[config.mk]
export PLATFORM = sky130hd
export DESIGN_NAME = bk_irq_ctrl
export DESIGN_NICKNAME = d
export VERILOG_FILES = /design/src/rtl/bk_pkg.sv /design/src/rtl/bk_prio_enc.sv /design/src/rtl/bk_irq_ctrl.sv
export SDC_FILE = /design/constraint.sdc
export NUM_CORES = 1
export LEC_CHECK = 0
export CORE_MARGIN = 2
export CORE_UTILIZATION = 55
export CTS_CLUSTER_SIZE = 40
export DETAILED_ROUTE_END_ITERATION = 8
export PLACE_DENSITY = 0.89
export SKIP_LAST_GASP = 1
export SYNTH_ARGS = -nofsm -noshare
export SYNTH_HDL_FRONTEND = slang
export SYNTH_SLANG_ARGS = --single-unit
[constraint.sdc]
create_clock -name clk -period 4.6 [get_ports clk]
set_input_delay 0.92 -clock clk [delete_from_list [all_inputs] [get_ports clk]]
set_output_delay 0.92 -clock clk [all_outputs]
set_load 0.1 [all_outputs]
[src/rtl/bk_pkg.sv]
// Shared definitions for the BK interrupt controller: register offsets, FSM states
// and the byte-lane write mask helper.
package bk_pkg;

    localparam logic [4:0] IRQ_MASK   = 5'o00;
    localparam logic [4:0] IRQ_PEND   = 5'o02;
    localparam logic [4:0] IRQ_SWTRIG = 5'o04;
    localparam logic [4:0] IRQ_STATUS = 5'o06;
    localparam logic [4:0] IRQ_LEVEL  = 5'o10;
    localparam logic [4:0] IRQ_VEC0   = 5'o20;

    typedef enum logic [1:0] {
        IDLE = 2'd0,
        REQ  = 2'd1,
        ACK  = 2'd2
    } irq_state_t;

    // Bits of a 16-bit register touched by a word or single-lane byte write.
    function automatic logic [15:0] lane_mask(input logic byte_en, input logic hi);
        if (!byte_en) return 16'hFFFF;
        return hi ? 16'hFF00 : 16'h00FF;
    endfunction

endpackage

[src/rtl/bk_prio_enc.sv]
// Lowest-index-wins priority encoder over up to 8 request lines.
module bk_prio_enc #(
    parameter int NCH = 4
) (
    input  logic [NCH-1:0] req,
    output logic           valid,
    output logic [2:0]     idx
);

    always_comb begin
        valid = 1'b0;
        idx   = 3'd0;
        for (int i = NCH - 1; i >= 0; i--) begin
            if (req[i]) begin
                valid = 1'b1;
                idx   = 3'(i);
            end
        end
    end

endmodule

[src/rtl/bk_irq_ctrl.sv]
// BK vectored interrupt controller: NCH edge-triggered channels with MASK/PEND/SWTRIG/STATUS/VEC
// registers. Define IRQ_LEVEL_EN to add the per-channel LEVEL register at offset 010.
//
// state | meaning
// IDLE  | no request presented; iako_i here is a spurious acknowledge
// REQ   | virq_o raised while an enabled channel is pending; grant tracks live
// ACK   | acknowledge in progress; vector_o frozen until iako_i drops
module bk_irq_ctrl
    import bk_pkg::*;
#(
    parameter int          NCH      = 4,
    parameter logic [15:0] VEC_BASE = 16'o000300,
    parameter logic [15:0] SPUR_VEC = 16'o000000
) (
    input  logic           clk,
    input  logic           reset_n,
    input  logic           ce,
    input  logic [NCH-1:0] irq_i,
    input  logic           sel_i,
    input  logic [4:0]     addr_i,
    input  logic           wt_i,
    input  logic           rd_i,
    input  logic           byte_i,
    input  logic [15:0]    data_i,
    output logic [15:0]    data_o,
    output logic           reply_o,
    output logic           bad_o,
    output logic           virq_o,
    input  logic           iako_i,
    output logic [15:0]    vector_o,
    output logic [2:0]     active_o
);

    logic [NCH-1:0] mask, pend, pend_next, samp, level, set, clr, ack_clr;
    logic           gen, req, enc_valid, load_vec, access, we;
    logic [15:0]    vec [NCH];
    logic [15:0]    lane, wbits, rd_val, vec_val;
    logic [4:0]     off;
    logic [2:0]     enc_idx, grant, grant_next;
    logic           is_mask, is_pend, is_swtrig, is_status, is_level, is_vec, mapped;
    irq_state_t     state, state_next;

    assign access    = sel_i & (rd_i | wt_i);
    assign we        = sel_i & wt_i;
    assign off       = {addr_i[4:1], 1'b0};
    assign lane      = lane_mask(byte_i, addr_i[0]);
    assign wbits     = data_i & lane;
    assign is_mask   = (off == IRQ_MASK);
    assign is_pend   = (off == IRQ_PEND);
    assign is_swtrig = (off == IRQ_SWTRIG);
    assign is_status = (off == IRQ_STATUS);
    assign is_vec    = ((off & IRQ_VEC0) == IRQ_VEC0) && ({1'b0, addr_i[3:1]} < 4'(NCH));
    assign mapped    = is_mask | is_pend | is_swtrig | is_status | is_level | is_vec;

`ifdef IRQ_LEVEL_EN
    assign is_level = (off == IRQ_LEVEL);

    always_ff @(posedge clk or negedge reset_n) begin
        if (!reset_n)
            level <= '0;
        else if (ce && we && is_level)
            level <= (level & ~lane[NCH-1:0]) | wbits[NCH-1:0];
    end
`else
    assign is_level = 1'b0;
    assign level    = '0;
`endif

    bk_prio_enc #(.NCH(NCH)) u_prio (
        .req   (pend & mask),
        .valid (enc_valid),
        .idx   (enc_idx)
    );

    assign req      = gen & enc_valid;
    assign virq_o   = (state == REQ) & req;
    assign active_o = (state == ACK) ? grant : enc_idx;

    always_comb begin
        rd_val = '0;
        if (is_mask)   rd_val = {gen, 15'(mask)};
        if (is_pend)   rd_val = 16'(pend);
        if (is_status) rd_val = {virq_o, state == ACK, 11'b0, active_o};
        if (is_level)  rd_val = 16'(level);
        for (int i = 0; i < NCH; i++)
            if (is_vec && addr_i[3:1] == 3'(i)) rd_val = vec[i];
    end

    // Setting sources are ORed in after clearing so a simultaneous set wins.
    always_comb begin
        set       = irq_i & (~samp | level);
        set       = set | ((we && is_swtrig) ? wbits[NCH-1:0] : '0);
        clr       = ack_clr | ((we && is_pend) ? wbits[NCH-1:0] : '0);
        pend_next = (pend & ~clr) | set;
    end

    always_comb begin
        state_next = state;
        ack_clr    = '0;
        load_vec   = 1'b0;
        vec_val    = SPUR_VEC;
        grant_next = 3'd0;
        case (state)
            IDLE: begin
                if (iako_i) begin
                    state_next = ACK;
                    load_vec   = 1'b1;
                end else if (req) begin
                    state_next = REQ;
                end
            end
            REQ: begin
                if (!req) begin
                    state_next = IDLE;
                end else if (iako_i) begin
                    state_next = ACK;
                    load_vec   = 1'b1;
                    grant_next = enc_idx;
                    for (int i = 0; i < NCH; i++) begin
                        if (enc_idx == 3'(i)) begin
                            vec_val    = vec[i];
                            ack_clr[i] = 1'b1;
                        end
                    end
                end
            end
            ACK: begin
                if (!iako_i) state_next = IDLE;
            end
            default: state_next = IDLE;
        endcase
    end

    always_ff @(posedge clk or negedge reset_n) begin
        if (!reset_n) begin
            state    <= IDLE;
            grant    <= 3'd0;
            vector_o <= SPUR_VEC;
        end else if (ce) begin
            state <= state_next;
            if (load_vec) begin
                vector_o <= vec_val;
                grant    <= grant_next;
            end
        end
    end

    always_ff @(posedge clk or negedge reset_n) begin
        if (!reset_n) begin
            mask   <= '0;
            gen    <= 1'b0;
            pend   <= '0;
            samp   <= '0;
            data_o <= '0;
            bad_o  <= 1'b0;
            for (int i = 0; i < NCH; i++) vec[i] <= VEC_BASE + 16'(4 * i);
        end else if (ce) begin
            samp  <= irq_i;
            pend  <= pend_next;
            bad_o <= access & ~mapped;
            if (access && !mapped)  data_o <= 16'o177777;
            else if (sel_i && rd_i) data_o <= rd_val;
            else                    data_o <= '0;
            if (we && is_mask) begin
                mask <= (mask & ~lane[NCH-1:0]) | wbits[NCH-1:0];
                if (lane[15]) gen <= wbits[15];
            end
            for (int i = 0; i < NCH; i++)
                if (we && is_vec && addr_i[3:1] == 3'(i))
                    vec[i] <= {(vec[i][15:2] & ~lane[15:2]) | wbits[15:2], 2'b00};
        end
    end

    // Reply sets on any clock edge, independent of ce, and clears on the next ce.
    always_ff @(posedge clk or negedge reset_n) begin
        if (!reset_n)
            reply_o <= 1'b0;
        else if (access && !reply_o)
            reply_o <= 1'b1;
        else if (ce)
            reply_o <= 1'b0;
    end

endmodule
# Yosys cells after proc, flatten, opt, wreduce, memory -nomap -nowiden
# Index checks and enable logic that the tools add are counted.
totals:
  inputBits: 33
  ff_bits: 108
  output_inout_bits: 38
  wordCells: 142
op_classes:
  reduce_logical: 31
  n_eq_ne: 14
  muxes: 50
  order_cmp: 1
  bitwise_logic: 32
ops:
  columns: ["op", "n"]
  rows:
  - ["16-bit 2-to-1 mux", 18]
  - ["14-bit bitwise AND", 4]
  - ["14-bit bitwise OR", 4]
  - ["4-bit 2-to-1 mux", 5]
  - ["2-bit 2-to-1 mux", 9]
  - ["16-bit bitwise AND", 1]
  - ["4-bit bitwise AND", 4]
  - ["1-bit logical AND", 16]
  - ["4-bit bitwise OR", 4]
  - ["14-bit inverter", 1]
  - ["3-bit by 2-bit equality test with 1-bit output, second input constant", 4]
  - ["1-bit 2-to-1 mux", 12]
  - ["3-bit 2-to-1 mux", 4]
  - ["4-bit inverter", 3]
  - ["2-bit AND reduction", 6]
  - ["4-bit by 2-bit equality test with 1-bit output, second input constant", 2]
  - ["3-bit by 1-bit equality test with 1-bit output, second input constant", 2]
  - ["3-bit zero test", 2]
  - ["3-bit inequality test, second input constant", 2]
  - ["2-bit case mux with 3 select lines", 1]
  - ["1-bit bitwise AND", 5]
  - ["5-bit zero test", 1]
  - ["1-bit bitwise OR", 5]
  - ["4-bit by 1-bit equality test with 1-bit output, second input constant", 1]
  - ["other kinds (11)", 12]

# Logic depth before layout (Yosys ltp)
logic_depth:
  depth_word: 14
  depth_mapped: 6
  mapped_depth_nobuf: 4

# By module
# A second synthesis with hierarchy kept.
hier_totals:
  cells_unflattened: 468
  hier_area_um2: 5386.4
modules_own_cells:
  columns: ["mod", "cells_per_inst", "area_each_um2", "instances"]
  rows:
  - ["bk_irq_ctrl", 459, 5340.1, 1]
  - ["bk_prio_enc", 9, 46.3, 1]

# Least setup slack after synthesis
# OpenSTA, ideal clock, no wires.
synth_timing:
  path_kind: "register -> output"
  startpoint: "register (tool-made name)"
  endpoint: "output active_o[0]"
  n_path_buf: 2
  setup_slack_ns: 0.464
  arrival_ns: 3.216
  path_stages_with_launch: 5
  path_cell_list: "dfrtp_1 and2_1 clkbuf_1 clkbuf_1 o31ai_1"
synth_rtl:
  columns: ["element", "line", "source"]
  rows:
  - ["end: declaration", "bk_irq_ctrl.sv:31", "output logic [2:0] active_o"]

# Worst setup path after layout
layout_timing:
  startpoint: "register pend[0]"
  endpoint: "output active_o[1]"
layout_between:
  elab_chain_len: 3
layout_lines:
  columns: ["element", "line", "source"]
  rows:
  - ["start: declaration", "bk_irq_ctrl.sv:34", "logic [NCH-1:0] mask, pend, pend_next, samp, level, set, clr, ack_clr;"]
  - ["start signal: assignment", "bk_irq_ctrl.sv:159", "pend <= pend_next;"]
  - ["4-bit bitwise AND", "bk_irq_ctrl.sv:70", ".req (pend & mask),"]
  - ["2-bit 2-to-1 mux", "bk_prio_enc.sv:14", "if (req[i]) begin"]
  - ["3-bit 2-to-1 mux", "bk_irq_ctrl.sv:77", "assign active_o = (state == ACK) ? grant : enc_idx;"]
# Every way passes these cells.

==> PnR_summary.wiki <==
{| class="wikitable"
! Metric !! Value
|-
| Largest net degree at the start of global routing || 79
|-
| Pins over their slew limit || 0
|-
| Final Core Density || 0.656
|-
| Core area || just under 0.01 mm2
|-
| Warnings from Yosys || 0
|-
| Clock Root Buffer || sky130_fd_sc_hd__clkbuf_8
|-
| Die span in y || 104 um
|-
| Most frequent standard cell in the layout excluding fill and tap cells || sky130_fd_sc_hd__dfrtp_1
|-
| Commonest non-fill, non-tap cells in the layout || sky130_fd_sc_hd__dfrtp_1 (93), sky130_fd_sc_hd__clkdlybuf4s50_1 (64), sky130_fd_sc_hd__mux2_2 (59), sky130_fd_sc_hd__nand2_1 (25)
|-
| CTS tree || done
|-
| Ant. Diodes || 0
|-
| Share of final-layout standard cells stronger than drive strength 1 || 0.220
|-
| IR drop worst, VDD || approximately 0.00016 V
|-
| Detailed Route Iter0 Violations || between 400 and 500
|-
| Overall via count from detail_route || 4,569
|-
| Total CTS buffers || 9
|-
| Share of async-settable or async-resettable flops after synthesis || 1.00
|-
| Clock input transition at the sequential cells of the worst setup and hold paths || 0.10 ns
|-
| Layout-stage area growth over the synthesis result || 16.5%
|-
| I/O Buffers || 67
|-
| DRC violations left || 0
|-
| Buffer levels on the longest clock path || 2
|-
| Cells resized by post-CTS repair || 0
|-
| Power Dens Cells || roughly 340 mW/mm2
|-
| Critical path startpoint category || register
|-
| Unrepaired setup endpoints after global routing || false
|-
| Most frequently used flop master after synthesis || sky130_fd_sc_hd__dfrtp_1
|-
| Global placement routability congestion || roughly 0.94
|-
| Total grt overflow || 0
|-
| Total Wirelength || ~15,000 um
|-
| Buffers and inverters on the worst path || 1
|-
| Final min period || 3.61 ns
|-
| Avg Vias per Cell || slightly below 7
|-
| Die Outline Area || about 0.011 mm2
|-
| Final setup skew || approximately 0.0077 ns
|-
| Antenna violations before repair || 0
|-
| Synth Instances || 480
|-
| Number of hold violations in the final report || 0
|-
| Netlist cell types || 65
|-
| GRT Resource Usage Total || 0.293
|-
| Leakage power total || roughly 2.7 nW
|-
| Synthesized cell area || between 0.005 and 0.006 mm2
|-
| Routed wire per std cell || 23.0 um
|-
| Actual slew at the worst max-slew pin || between 1 and 1.5 ns
|-
| Post-synth EDFFs || 0
|-
| Initial Utilization || 0.563
|-
| Post-CTS Hold Fix Bufs || 0
|-
| Setup tns final || 0 ns
|-
| Vias in the first global route || between 4,000 and 5,000
|-
| # clock sinks || approximately 110
|-
| Critical path class || register to primary output
|-
| Number of setup buffers added after CTS || 0
|-
| Number of search-and-repair iterations in the first detailed-routing pass || 6
|-
| Critical-path cell list || a22o_1, o31ai_1, clkdlybuf4s50_1
|-
| Max-capacitance violation count || 0
|-
| DIE WIDTH || 104 um
|-
| H-Tree Depth || 3
|-
| Register bit total from synthesis || roughly 110
|-
| Post-Syn Area per Cell || 11.4 um2
|-
| Arrival time of data at the critical path endpoint || 2.69 ns
|-
| Status || finished clean
|-
| CP max stage cell || sky130_fd_sc_hd__clkdlybuf4s50_1
|-
| Fin worst setup slack || ~0.99 ns
|-
| Placement row count || 36
|-
| Clock latency reported for the late side of the worst-skew pair || between 0.3 and 0.4 ns
|-
| Setup slack after placement || 1.09 ns
|-
| Dominant delay contributor by cell family on the critical path || buffers and inverters
|-
| Critical path's largest stage delay || 1.21 ns
|-
| Ratio of final minimum period to clock period || 0.785
|-
| Sequential share of the synthesized area || 0.484
|-
| Slew margin rel. || 0.260
|-
| I/O Pins || 71
|-
| Number of antenna-violating nets in the routed design || 0
|-
| Path category of the worst min-delay check || register to register
|-
| First-pass GRT wire length || about 25,000 um
|-
| Max Fclk || 277 MHz
|-
| Filler cells || 727
|-
| Final-stage net count || ~560
|-
| Max Fanout on Critical Path || 6
|-
| Setup Viol. Count Final || 0
|-
| Kind of end point of the critical path || primary output
|-
| Dpl hpwl || ~10000 um
|-
| Required arrival time at the worst endpoint || 3.68 ns
|}
[power breakdown]
group / leakage (nW) / internal [mW] / switching, mW
Sequential: 1.36 / 1.01 / 0.0739
Clock: 0.0937 / 0.218 / 0.338
Combinational: 1.24 / 0.171 / 0.331
Total: 2.69 / 1.40 / 0.743
[metrics by stage]
step                      hold slack, ns  cell area (um2)  total power, mW  std cells
final                              0.479             6360             2.14        669
after detailed placement           0.465             6170             1.59        653
after CTS                          0.480             6360             2.14        669
after floorplan                    0.472             5460             1.42        482
after global placement             0.461             6170             1.57        653
after global routing               0.515             6360             2.22        669
[synth_stat cells, types with 14 or more instances]
master	n	area, um2
sky130_fd_sc_hd__dfrtp_1	93	2330
sky130_fd_sc_hd__mux2_2	59	664
sky130_fd_sc_hd__nand2_1	25	93.8
sky130_fd_sc_hd__clkbuf_1	20	75.1
sky130_fd_sc_hd__inv_1	17	63.8
sky130_fd_sc_hd__o221ai_1	17	149
sky130_fd_sc_hd__a22oi_1	15	113
sky130_fd_sc_hd__nand4b_1	15	131
sky130_fd_sc_hd__o2bb2ai_1	15	131
sky130_fd_sc_hd__nor2_1	14	52.6
sky130_fd_sc_hd__o21a_1	14	105
sky130_fd_sc_hd__o21ai_0	14	70.1
[worst register-to-register path, stage by stage (launching register included)]
cell and delay, ns:
sky130_fd_sc_hd__dfrtp_1 0.44, sky130_fd_sc_hd__nand2_1 0.43, sky130_fd_sc_hd__a311oi_2 0.61, sky130_fd_sc_hd__o2111ai_2 0.63, sky130_fd_sc_hd__mux2_2 0.52
[final timing paths]
path | startpoint | end | slack, ns | cells after the start
setup / recovery | pend[0] | active_o[1] | 0.99 | 3
hold / removal | reply_o | reply_o | 0.48 | 1
setup reg to reg | pend[1] | grant[1] | 1.86 | 4
hold reg to reg | reply_o | reply_o | 0.48 | 1
max in group asynchronous | reset_n | asynchronous set/reset pin | 3.01 | 2
min in group asynchronous | reset_n | bad_o | 0.68 | 1
[layout make-up]
| class | instances | area (um2) | area share |
|---|---|---|---|
| inverters | 17 | 63.8 | 0.0100 |
| clock buffers | 10 | 138 | 0.0217 |
| repair buffers | 74 | 716 | 0.113 |
| well taps | 133 | 166 | 0.0262 |
| flip-flops and latches | 105 | 2640 | 0.416 |
| multi-input cells | 324 | 2580 | 0.406 |
| clock inverters | 6 | 47.5 | 0.00748 |
[cell families (layout without fill, tap and decap cells)]
kind of cell,Yosys count,after routing,share of synthesized area
AOI/OAI and AO/OA,145,145,0.208
muxes,68,68,0.144
DFF,105,105,0.484
buffers and inverters,53,107,0.0438
and+or+nand+nor,108,108,0.119
other,1,3,0.000687
[layer usage]
layer	global-route usage	vias to the layer above	share of wire
li1	-	1943	-
met1	0.396	2228	0.39
met5	0	-	0
met3	0.0485	57	0.11
met2	0.462	341	0.47
met4	0.145	0	0.035
Note: power is estimated with default switching activity, not from simulation.
